## config.mk

```make
export PLATFORM = sky130hd
export DESIGN_NAME = tt_um_count_sequencer
export DESIGN_NICKNAME = d
export VERILOG_FILES = /design/src/rtl/tt_um_count_sequencer.sv
export SDC_FILE = /design/constraint.sdc
export NUM_CORES = 1
export LEC_CHECK = 0
export CAP_MARGIN = 10
export CELL_PAD_IN_SITES_DETAIL_PLACEMENT = 0
export CELL_PAD_IN_SITES_GLOBAL_PLACEMENT = 1
export CORE_MARGIN = 2
export CORE_UTILIZATION = 36
export CTS_BUF_LIST = sky130_fd_sc_hd__clkbuf_16
export CTS_CLUSTER_SIZE = 30
export DETAILED_ROUTE_END_ITERATION = 7
export PLACE_DENSITY = 0.74
export SETUP_SLACK_MARGIN = 0.2
export SKIP_CTS_REPAIR_TIMING = 1
export SLEW_MARGIN = 20
export SYNTH_ARGS = -nofsm -noshare
export SYNTH_HDL_FRONTEND = slang
export SYNTH_SLANG_ARGS = --single-unit
```

## constraint.sdc

```tcl
create_clock -name clk -period 2.39 [get_ports clk]
set_clock_uncertainty 0.05 [all_clocks]
set_input_delay 0.5975 -clock clk [delete_from_list [all_inputs] [get_ports clk]]
set_output_delay 0.5975 -clock clk [all_outputs]
set_load 0.005 [all_outputs]
```

## src/rtl/tt_um_count_sequencer.sv

```systemverilog
// Sweep controller for the 4-bit up/down counter datapath.
// Latches a lo/hi window, sweep mode and step prescaler on a start edge, then
// steps the counter through the window until it finishes or is stopped.
// Ports:
//   clk, rst_n  : clock, async active-low reset
//   ena         : powered indicator (unused)
//   ui_in       : [0] start (rising edge), [1] stop, [3:2] mode, [7:4] prescale
//   uio_in      : [3:0] lo limit, [7:4] hi limit (sampled at accepted start)
//   uo_out      : [3:0] count, [4] dir, [5] busy, [6] done, [7] err
//   uio_out     : constant 0
//   uio_oe      : constant 0 (all bidirectionals are inputs)
module tt_um_count_sequencer (
  input  logic       clk,
  input  logic       rst_n,
  input  logic       ena,
  input  logic [7:0] ui_in,
  input  logic [7:0] uio_in,
  output logic [7:0] uo_out,
  output logic [7:0] uio_out,
  output logic [7:0] uio_oe
);

  localparam int unsigned CW = 4;
  localparam int unsigned MW = 2;

  localparam logic [MW-1:0] MODE_UP_ONCE   = 2'b00;
  localparam logic [MW-1:0] MODE_DOWN_ONCE = 2'b01;
  localparam logic [MW-1:0] MODE_PINGPONG  = 2'b10;
  localparam logic [MW-1:0] MODE_UP_WRAP   = 2'b11;

  typedef enum logic {IDLE, RUN} state_e;

  state_e          state_q, state_d;
  logic            start_q;
  logic [CW-1:0]   count_q, count_d;
  logic            dir_q, dir_d;
  logic            busy_q, busy_d;
  logic            done_q, done_d;
  logic            err_q, err_d;
  logic [CW-1:0]   lo_q, lo_d;
  logic [CW-1:0]   hi_q, hi_d;
  logic [MW-1:0]   mode_q, mode_d;
  logic [CW-1:0]   p_q, p_d;
  logic [CW-1:0]   pre_q, pre_d;

  logic            start_edge_c;
  logic            stop_c;
  logic            tick_c;
  logic [CW-1:0]   inc_c;
  logic [CW-1:0]   dec_c;
  logic            unused_ena_c;

  assign unused_ena_c = ena;
  assign start_edge_c = ui_in[0] & ~start_q;
  assign stop_c       = ui_in[1];
  assign tick_c       = (pre_q == p_q);
  assign inc_c        = count_q + CW'(1);
  assign dec_c        = count_q - CW'(1);

  // State and datapath registers
  always_ff @(posedge clk or negedge rst_n) begin
    if (!rst_n) begin
      state_q <= IDLE;
      start_q <= 1'b0;
      count_q <= '0;
      dir_q   <= 1'b1;
      busy_q  <= 1'b0;
      done_q  <= 1'b0;
      err_q   <= 1'b0;
      lo_q    <= '0;
      hi_q    <= '0;
      mode_q  <= '0;
      p_q     <= '0;
      pre_q   <= '0;
    end else begin
      state_q <= state_d;
      start_q <= ui_in[0];
      count_q <= count_d;
      dir_q   <= dir_d;
      busy_q  <= busy_d;
      done_q  <= done_d;
      err_q   <= err_d;
      lo_q    <= lo_d;
      hi_q    <= hi_d;
      mode_q  <= mode_d;
      p_q     <= p_d;
      pre_q   <= pre_d;
    end
  end

  // Next-state: start acceptance, prescaled stepping, finish and stop
  always_comb begin
    state_d = state_q;
    count_d = count_q;
    dir_d   = dir_q;
    busy_d  = busy_q;
    done_d  = 1'b0;
    err_d   = err_q;
    lo_d    = lo_q;
    hi_d    = hi_q;
    mode_d  = mode_q;
    p_d     = p_q;
    pre_d   = pre_q;

    case (state_q)
      IDLE: begin
        // stop masks a coincident start edge
        if (start_edge_c && !stop_c) begin
          if (uio_in[3:0] > uio_in[7:4]) begin
            err_d = 1'b1;
          end else begin
            lo_d    = uio_in[3:0];
            hi_d    = uio_in[7:4];
            mode_d  = ui_in[3:2];
            p_d     = ui_in[7:4];
            pre_d   = '0;
            err_d   = 1'b0;
            busy_d  = 1'b1;
            state_d = RUN;
            if (ui_in[3:2] == MODE_DOWN_ONCE) begin
              count_d = uio_in[7:4];
              dir_d   = 1'b0;
            end else begin
              count_d = uio_in[3:0];
              dir_d   = 1'b1;
            end
          end
        end
      end

      RUN: begin
        if (stop_c) begin
          // stop beats any step or finish on the same edge
          state_d = IDLE;
          busy_d  = 1'b0;
        end else begin
          pre_d = tick_c ? '0 : pre_q + CW'(1);
          if (tick_c) begin
            case (mode_q)
              MODE_UP_ONCE: begin
                if (count_q != hi_q) count_d = inc_c;
                if (count_q == hi_q || inc_c == hi_q) begin
                  state_d = IDLE;
                  busy_d  = 1'b0;
                  done_d  = 1'b1;
                end
              end
              MODE_DOWN_ONCE: begin
                if (count_q != lo_q) count_d = dec_c;
                if (count_q == lo_q || dec_c == lo_q) begin
                  state_d = IDLE;
                  busy_d  = 1'b0;
                  done_d  = 1'b1;
                end
              end
              MODE_PINGPONG: begin
                // turn at a limit and step away in the same tick
                if (dir_q) begin
                  if (count_q == hi_q) begin
                    dir_d   = 1'b0;
                    count_d = (lo_q == hi_q) ? count_q : dec_c;
                  end else begin
                    count_d = inc_c;
                  end
                end else begin
                  if (count_q == lo_q) begin
                    dir_d   = 1'b1;
                    count_d = (lo_q == hi_q) ? count_q : inc_c;
                  end else begin
                    count_d = dec_c;
                  end
                end
              end
              MODE_UP_WRAP: begin
                count_d = (count_q == hi_q) ? lo_q : inc_c;
              end
              default: ;
            endcase
          end
        end
      end

      default: state_d = IDLE;
    endcase
  end

  assign uo_out  = {err_q, done_q, busy_q, dir_q, count_q};
  assign uio_out = 8'h00;
  assign uio_oe  = 8'h00;

endmodule
```

==> impl_metrics.sql, run 1 <==
INSERT INTO impl_metrics (metric_group, metric, value, unit) VALUES
('timing', 'timing.final.hold_violations', '0', ''),
('worst_setup_path', 'worstSetupPathType', 'reg -> reg', ''),
('global_routing', 'grt.overflow.total', '0', ''),
('worst_setup_path', 'path_buf_inv', '1', ''),
('timing', 'number_of_max_slew_violations_in_the_final_report', '0', ''),
('worst_setup_path', 'worst_path_largest_cell_delay', '0.58', 'ns'),
('status', 'run_status', 'complete, no violations', ''),
('placed_design', 'postPlaceCellArea', '2680', 'sq um'),
('route', 'via_per_inst', '4.91', ''),
('floorplan', 'floorplan.initialDensity', '0.369', ''),
('power', 'power.density', '1120', 'nW/um^2'),
('timing', 'maxClockFrequency', '0.426', 'GHz'),
('worst_setup_path', 'worstSetupEndpointType', 'flip-flop', ''),
('route', 'drc_errors', '0', ''),
('floorplan', 'die-area', '6680', 'sq um'),
('route', 'detail_route.wirelength', '5410', 'um'),
('global_routing', 'antenna_found_initial', '0', ''),
('route', 'initialDrtViolationCount', '93', ''),
('route', 'route.vias.total', '1730', ''),
('worst_setup_path', 'crit_family', 'simple AND/OR/NAND/NOR gates', ''),
('placed_design', 'portBuffers', '25', ''),
('power', 'max-vdd-ir-drop', '0.634', 'mV'),
('timing', 'setup_repair_after_global_routing_missed_its_margin', 'true', ''),
('cts', 'tritoncts', 'built', ''),
('layout', 'final_layout_size_suffix_gt1_frac', '0.357', ''),
('worst_setup_path', 'worstPathCellList', 'inv_2 > ha_4 > xor2_1 > or4b_4 > a32oi_4 > nand2_2 > o21ba_4', ''),
('yosys', 'synth.lib_cells_used.distinct', '56', ''),
('worst_setup_path', 'reg2reg_from', 'count_q[1]', ''),
('cts', 'cts_made_buffers', '3', ''),
('global_routing', 'grt_start_max_net_pins', '29', ''),
('yosys', 'synthesized_flop_and_latch_total', '28', ''),
('yosys', 'netlist_top_cells_area', 'sky130_fd_sc_hd__dfrtp_1, sky130_fd_sc_hd__buf_4, sky130_fd_sc_hd__xnor2_1', ''),
('cts', 'sink_count', '28', ''),
('floorplan', 'dieWidth', '81.7', 'um'),
('route', 'wire_per_inst', '15.4', 'um'),
('power', 'leakagePower', '0.00135', 'uW'),
('cts', 'clock_latency', '0.26', 'ns'),
('global_routing', 'grt_usage', '0.163', ''),
('layout', 'areaGrowthSynthToFinish', '38.1', '%'),
('worst_setup_path', 'crit_required', '2.50', 'ns'),
('yosys', 'synth_ff_type', 'sky130_fd_sc_hd__dfrtp_1', ''),
('cts', 'clk_pin_slew_worst_paths', '0.07', 'ns'),
('yosys', 'ys_seq_area_frac', '0.323', ''),
('placed_design', 'globalplace.congestion', '0.810', ''),
('yosys', 'ys_warn_count', '0', ''),
('floorplan', 'die_y', '81.7', 'um'),
('route', 'drt-pass1-iter-count', '4', ''),
('worst_setup_path', 'worstPathMaxFanout', '7', ''),
('cts', 'h-tree-depth', '1', ''),
('layout', 'fin_nets', '304', ''),
('yosys', 'syn_inst', '224', ''),
('timing', 'report.final.setup_viol', '0', ''),
('timing', 'final.hold.worst_slack', '0.425', 'ns'),
('global_routing', 'first_pass_grt_wire_length', '8200', 'um'),
('layout', 'utilization', '0.510', ''),
('route', 'drtAntennaViolNets', '0', ''),
('worst_setup_path', 'worstPathArrival', '2.45', 'ns'),
('cts', 'cts-root-to-sink-buffers', '2', ''),
('min_path', 'hold_path.class', 'in -> reg', ''),
('worst_setup_path', 'worst_setup_path_startpoint', 'count_q[1]', ''),
('timing', 'layout_min_cycle_time', '2.35', 'ns'),
('job', 'timing.max_cap.violations', '0', ''),
('layout', 'antenna-diode-count', '0', ''),
('cts', 'clock_tree.root_cell', 'sky130_fd_sc_hd__clkbuf_16', ''),
('min_path', 'hold_start', 'ui_in[0]', ''),
('timing', 'final.setup.tns', '0', 'ns'),
('placed_design', 'post-dp-hpwl', '3840', 'um'),
('layout', 'finalInstanceArea', '3000', 'sq um'),
('floorplan', 'ios', '43', ''),
('yosys', 'synth_edf_count', '0', ''),
('yosys', 'ys_async_sr_fraction', '1.00', ''),
('global_routing', 'number_of_global_route_vias_before_repair', '1667', ''),
('floorplan', 'placeableCoreArea', '5890', 'sq um'),
('yosys', 'synthDominantCellAreaShare', '0.311', ''),
('timing', 'post_route_clock_period_utilization', '0.981', ''),
('yosys', 'postSynthAreaPerCell', '9.71', 'sq um'),
('worst_setup_path', 'critical_path.slowest_cell', 'sky130_fd_sc_hd__or4b_4', ''),
('worst_setup_path', 'r2r_slack', '0.04', 'ns'),
('yosys', 'synth_area_leader_cell', 'sky130_fd_sc_hd__dfrtp_1', ''),
('floorplan', 'rows', '28', ''),
('yosys', 'post_synth_design_cell_area', '2170', 'sq um'),
('worst_setup_path', 'startpoint_type', 'flip-flop', '');
## layout make-up
type	count	area (sq um)
clock buffer	3	75.1
clock inverter	1	30.0
fill	558	2880
inverter	14	65.1
multi-input combinational	164	1440
sequential	28	704
tap	75	93.8
timing repair buffer	67	593
## cell usage after synthesis (4+ instances only)
library cell and number:
sky130_fd_sc_hd__xor2_1 10, sky130_fd_sc_hd__o21ai_0 8, sky130_fd_sc_hd__inv_1 14, sky130_fd_sc_hd__clkbuf_1 6, sky130_fd_sc_hd__nand3_1 8, sky130_fd_sc_hd__buf_4 20, sky130_fd_sc_hd__dfrtp_1 27, sky130_fd_sc_hd__nand2b_1 7
sky130_fd_sc_hd__xnor2_1 15, sky130_fd_sc_hd__ha_1 7, sky130_fd_sc_hd__mux2_1 5, sky130_fd_sc_hd__buf_2 5, sky130_fd_sc_hd__nor2_1 6, sky130_fd_sc_hd__nand4_1 4, sky130_fd_sc_hd__nand2_1 11, sky130_fd_sc_hd__a21oi_1 8
sky130_fd_sc_hd__mux2_2 9
## worst register-to-register path, stage by stage, from the launching register on
cell and delay [ns]:
sky130_fd_sc_hd__dfrtp_2 0.51, sky130_fd_sc_hd__inv_2 0.09, sky130_fd_sc_hd__ha_4 0.23, sky130_fd_sc_hd__xor2_1 0.17, sky130_fd_sc_hd__or4b_4 0.58, sky130_fd_sc_hd__a32oi_4 0.32, sky130_fd_sc_hd__nand2_2 0.10, sky130_fd_sc_hd__o21ba_4 0.20
## where the power goes
| group | internal (uW) | switching [uW] | total [uW] |
|---|---|---|---|
| sequential | 637 | 212 | 849 |
| combinational | 1110 | 900 | 2010 |
| clock | 334 | 169 | 503 |
## logic make-up (layout without fill, tap and decap cells)
kind of cell	count (synthesis)	count (layout)	synth area share
DFF	28	28	0.323
xor gates and xnor gates	28	28	0.129
other	1	16	0.00172
and+or+nand+nor	54	54	0.144
adders and majority gates	7	7	0.0403
AOI/OAI and AO/OA	39	39	0.125
muxes	20	20	0.110
buffers and inverters	47	85	0.125
## routing by layer
metal	track usage	vias to the layer above	share of wire
met4	0.0300	0	0.0083
met2	0.281	34	0.51
li1	-	848	-
met1	0.215	844	0.45
met3	0.0264	4	0.034
met5	0	-	0
## layout by cell type (no fill, tap or decap), types with 3 or more instances in the layout
cell type                         instances
sky130_fd_sc_hd__conb_1                  16
sky130_fd_sc_hd__mux2i_1                  3
sky130_fd_sc_hd__nand2b_1                 7
sky130_fd_sc_hd__inv_2                    4
sky130_fd_sc_hd__nand2_1                 10
sky130_fd_sc_hd__inv_1                    9
sky130_fd_sc_hd__o21ai_0                  8
sky130_fd_sc_hd__xor2_2                   3
sky130_fd_sc_hd__buf_4                   40
sky130_fd_sc_hd__mux2_2                   8
sky130_fd_sc_hd__xor2_1                   8
sky130_fd_sc_hd__nor2_1                   6
sky130_fd_sc_hd__xnor2_2                  3
sky130_fd_sc_hd__nand3_1                  8
sky130_fd_sc_hd__dfrtp_1                 25
sky130_fd_sc_hd__nand4_1                  4
sky130_fd_sc_hd__mux2_4                   7
sky130_fd_sc_hd__clkbuf_16                3
sky130_fd_sc_hd__xnor2_1                 12
sky130_fd_sc_hd__a21oi_2                  4
sky130_fd_sc_hd__a21oi_1                  6
sky130_fd_sc_hd__clkdlybuf4s50_1         15
sky130_fd_sc_hd__ha_4                     5
sky130_fd_sc_hd__dlymetal6s2s_1           9
## per-stage QoR
step | total power (uW) | std cells | setup WS, ns
after floorplan | 2070 | 239 | 0.124
after global placement | 2510 | 339 | -0.543
after detailed placement | 2530 | 339 | -0.551
after CTS | 3060 | 343 | -0.275
after global routing | 3580 | 352 | 0.00390
final | 3360 | 352 | 0.0447
## state kept, by name, summed over array words and instances, names as in the netlist
signal	cells
count_q	4
hi_q	4
lo_q	4
p_q	4
pre_q	4
mode_q	2
busy_q	1
dir_q	1
done_q	1
err_q	1
start_q	1
state_q	1
## worst paths after layout
check | end | cells past startpoint
worst min-delay path | start_q | 1
max in group asynchronous | dir_q | 2
worst min register to register | err_q | 2
min in group asynchronous | hi_q[3] | 2
worst max register to register | state_q | 7
worst max-delay path | state_q | 7
No activity file was read; power rests on OpenSTA's default activity.
==> run 2: changes to the inputs <==
--- a/config.mk
+++ b/config.mk
@@ -13,7 +13,7 @@
 export CTS_BUF_LIST = sky130_fd_sc_hd__clkbuf_16
 export CTS_CLUSTER_SIZE = 30
 export DETAILED_ROUTE_END_ITERATION = 7
-export PLACE_DENSITY = 0.74
+export PLACE_DENSITY_LB_ADDON = 0.1
 export SETUP_SLACK_MARGIN = 0.2
 export SKIP_CTS_REPAIR_TIMING = 1
 export SLEW_MARGIN = 20
==> run 2 against run 1 <==
Against the previous run:
- critical path depth is 1 higher
- count of clock-buffer cells in the layout did not move
- non-clock buffer count fell by 1
- hold slack lost 0.0081 ns
- worst setup slack improved by 0.050 ns
- sequential cell count stayed put
- via count shrank 0.35%
- combinational power shrank 2%
==> impl_metrics.sql, run 2 (synthesis results as in run 1) <==
INSERT INTO impl_metrics (metric_group, metric, value, unit) VALUES
('global_routing', 'grt_usage', '0.167', ''),
('layout', 'areaGrowthSynthToFinish', '37.7', '%'),
('cts', 'cts-root-to-sink-buffers', '2', ''),
('power', 'cell_internal_pwr', '2090', 'uW'),
('cts', 'h-tree-depth', '1', ''),
('route', 'wire_per_inst', '14.9', 'um'),
('placed_design', 'globalplace.congestion', '0.794', ''),
('power', 'power.density', '1110', 'nW/um^2'),
('layout', 'fin_nets', '303', ''),
('placed_design', 'portBuffers', '25', ''),
('timing', 'final.setup.tns', '0', 'ns'),
('power', 'netSwitchingFraction', '0.369', ''),
('floorplan', 'floorplan.initialDensity', '0.369', ''),
('power', 'comb_power_share', '0.596', ''),
('floorplan', 'placeableCoreArea', '5890', 'sq um'),
('timing', 'post_route_clock_period_utilization', '0.960', ''),
('layout', 'utilization', '0.509', ''),
('route', 'drtAntennaViolNets', '0', ''),
('min_path', 'hold_path.class', 'in -> reg', ''),
('worst_setup_path', 'worstPathMaxFanout', '3', ''),
('floorplan', 'dieWidth', '81.7', 'um'),
('worst_setup_path', 'worstSetupPathType', 'reg -> reg', ''),
('cts', 'clock_latency', '0.26', 'ns'),
('cts', 'clk_pin_slew_worst_paths', '0.07', 'ns'),
('power', 'clockPowerShare', '0.152', ''),
('route', 'drc_errors', '0', ''),
('floorplan', 'ios', '43', ''),
('power', 'max-vdd-ir-drop', '0.668', 'mV'),
('power', 'leakagePower', '0.00135', 'uW'),
('global_routing', 'grt.overflow.total', '0', ''),
('route', 'initialDrtViolationCount', '72', ''),
('cts', 'cts_made_buffers', '3', ''),
('route', 'via_per_inst', '4.91', ''),
('worst_setup_path', 'worstSetupEndpointType', 'flip-flop', ''),
('timing', 'timing.final.hold_violations', '0', ''),
('cts', 'clock_tree.root_cell', 'sky130_fd_sc_hd__clkbuf_16', ''),
('global_routing', 'first_pass_grt_wire_length', '8510', 'um'),
('timing', 'maxClockFrequency', '0.436', 'GHz'),
('timing', 'report.final.setup_viol', '0', ''),
('power', 'power_switching', '1220', 'uW'),
('layout', 'antenna-diode-count', '0', ''),
('timing', 'setup_repair_after_global_routing_missed_its_margin', 'true', ''),
('global_routing', 'number_of_global_route_vias_before_repair', '1711', ''),
('floorplan', 'die_y', '81.7', 'um'),
('status', 'run_status', 'complete, no violations', ''),
('route', 'drt-pass1-iter-count', '4', ''),
('floorplan', 'die-area', '6680', 'sq um'),
('job', 'timing.max_cap.violations', '0', ''),
('layout', 'layout.cells.most_common_list', 'sky130_fd_sc_hd__buf_4, sky130_fd_sc_hd__dfrtp_1, sky130_fd_sc_hd__conb_1, sky130_fd_sc_hd__clkdlybuf4s50_1', ''),
('placed_design', 'postPlaceCellArea', '2690', 'sq um'),
('cts', 'sink_count', '28', ''),
('worst_setup_path', 'startpoint_type', 'flip-flop', ''),
('route', 'detail_route.wirelength', '5240', 'um'),
('route', 'route.vias.total', '1724', ''),
('floorplan', 'rows', '28', ''),
('timing', 'layout_min_cycle_time', '2.30', 'ns'),
('worst_setup_path', 'worstPathArrival', '2.40', 'ns'),
('timing', 'number_of_max_slew_violations_in_the_final_report', '0', ''),
('layout', 'final_layout_size_suffix_gt1_frac', '0.341', ''),
('worst_setup_path', 'crit_required', '2.50', 'ns'),
('global_routing', 'antenna_found_initial', '0', ''),
('layout', 'most_common_library_cell_in_the_layout_ignoring_fill_and_taps', 'sky130_fd_sc_hd__buf_4', ''),
('global_routing', 'grt_start_max_net_pins', '29', ''),
('layout', 'finalInstanceArea', '2990', 'sq um'),
('cts', 'tritoncts', 'built', ''),
('power', 'power_frac_seq', '0.252', ''),
('placed_design', 'post-dp-hpwl', '3970', 'um');
run 2: metrics by stage:
stage          hold WS (ns)  total power (uW)  setup WS [ns]  instances
2_1_floorplan         0.252              2070          0.124        239
3_3_place_gp          0.453              2570         -0.523        340
3_5_place_dp          0.453              2570         -0.559        340
4_1_cts               0.471              3090         -0.285        344
5_1_grt               0.411              3550       -0.00130        351
6_report              0.417              3320         0.0945        351
run 2: area by class of cell:
type | instances | area [sq um]
fill | 568 | 2890
multi-input combinational | 164 | 1430
sequential | 28 | 704
timing repair buffer | 66 | 597
tap | 75 | 93.8
inverter | 14 | 65.1
clock buffer | 3 | 75.1
clock inverter | 1 | 30.0
run 2: power by group through the flow:
stage | Sequential [uW] | Combinational (uW) | Clock (uW)
after floorplan | 785 | 1280 | 0
after global placement | 822 | 1750 | 0
after detailed placement | 827 | 1740 | 0
after CTS | 817 | 1760 | 518
after global routing | 865 | 2140 | 540
final | 836 | 1970 | 504
run 2: routing by layer:
metal	share of wire	vias up	track usage
met4	0.016	0	0.0450
met3	0.025	6	0.0264
met5	0	-	0
li1	-	846	-
met1	0.44	840	0.214
met2	0.52	32	0.289
run 2: path summary, 6_finish.rpt:
check	start	endpoint	slack, ns	depth (start not counted)
worst max-delay path	count_q[0]	state_q	0.09	8
worst min-delay path	ui_in[0]	start_q	0.42	1
worst max register to register	count_q[0]	state_q	0.09	8
worst min register to register	err_q	err_q	0.46	2
max in group asynchronous	rst_n	dir_q	1.30	2
min in group asynchronous	rst_n	lo_q[3]	0.67	2
run 2: critical path, cell delays in order, from the launching register on:
cell	delay [ns]
sky130_fd_sc_hd__dfrtp_1	0.42
sky130_fd_sc_hd__ha_1	0.27
sky130_fd_sc_hd__xnor2_2	0.16
sky130_fd_sc_hd__xnor2_1	0.12
sky130_fd_sc_hd__or4b_1	0.53
sky130_fd_sc_hd__a32oi_2	0.20
sky130_fd_sc_hd__buf_4	0.15
sky130_fd_sc_hd__nand2_1	0.07
sky130_fd_sc_hd__o21ba_2	0.20
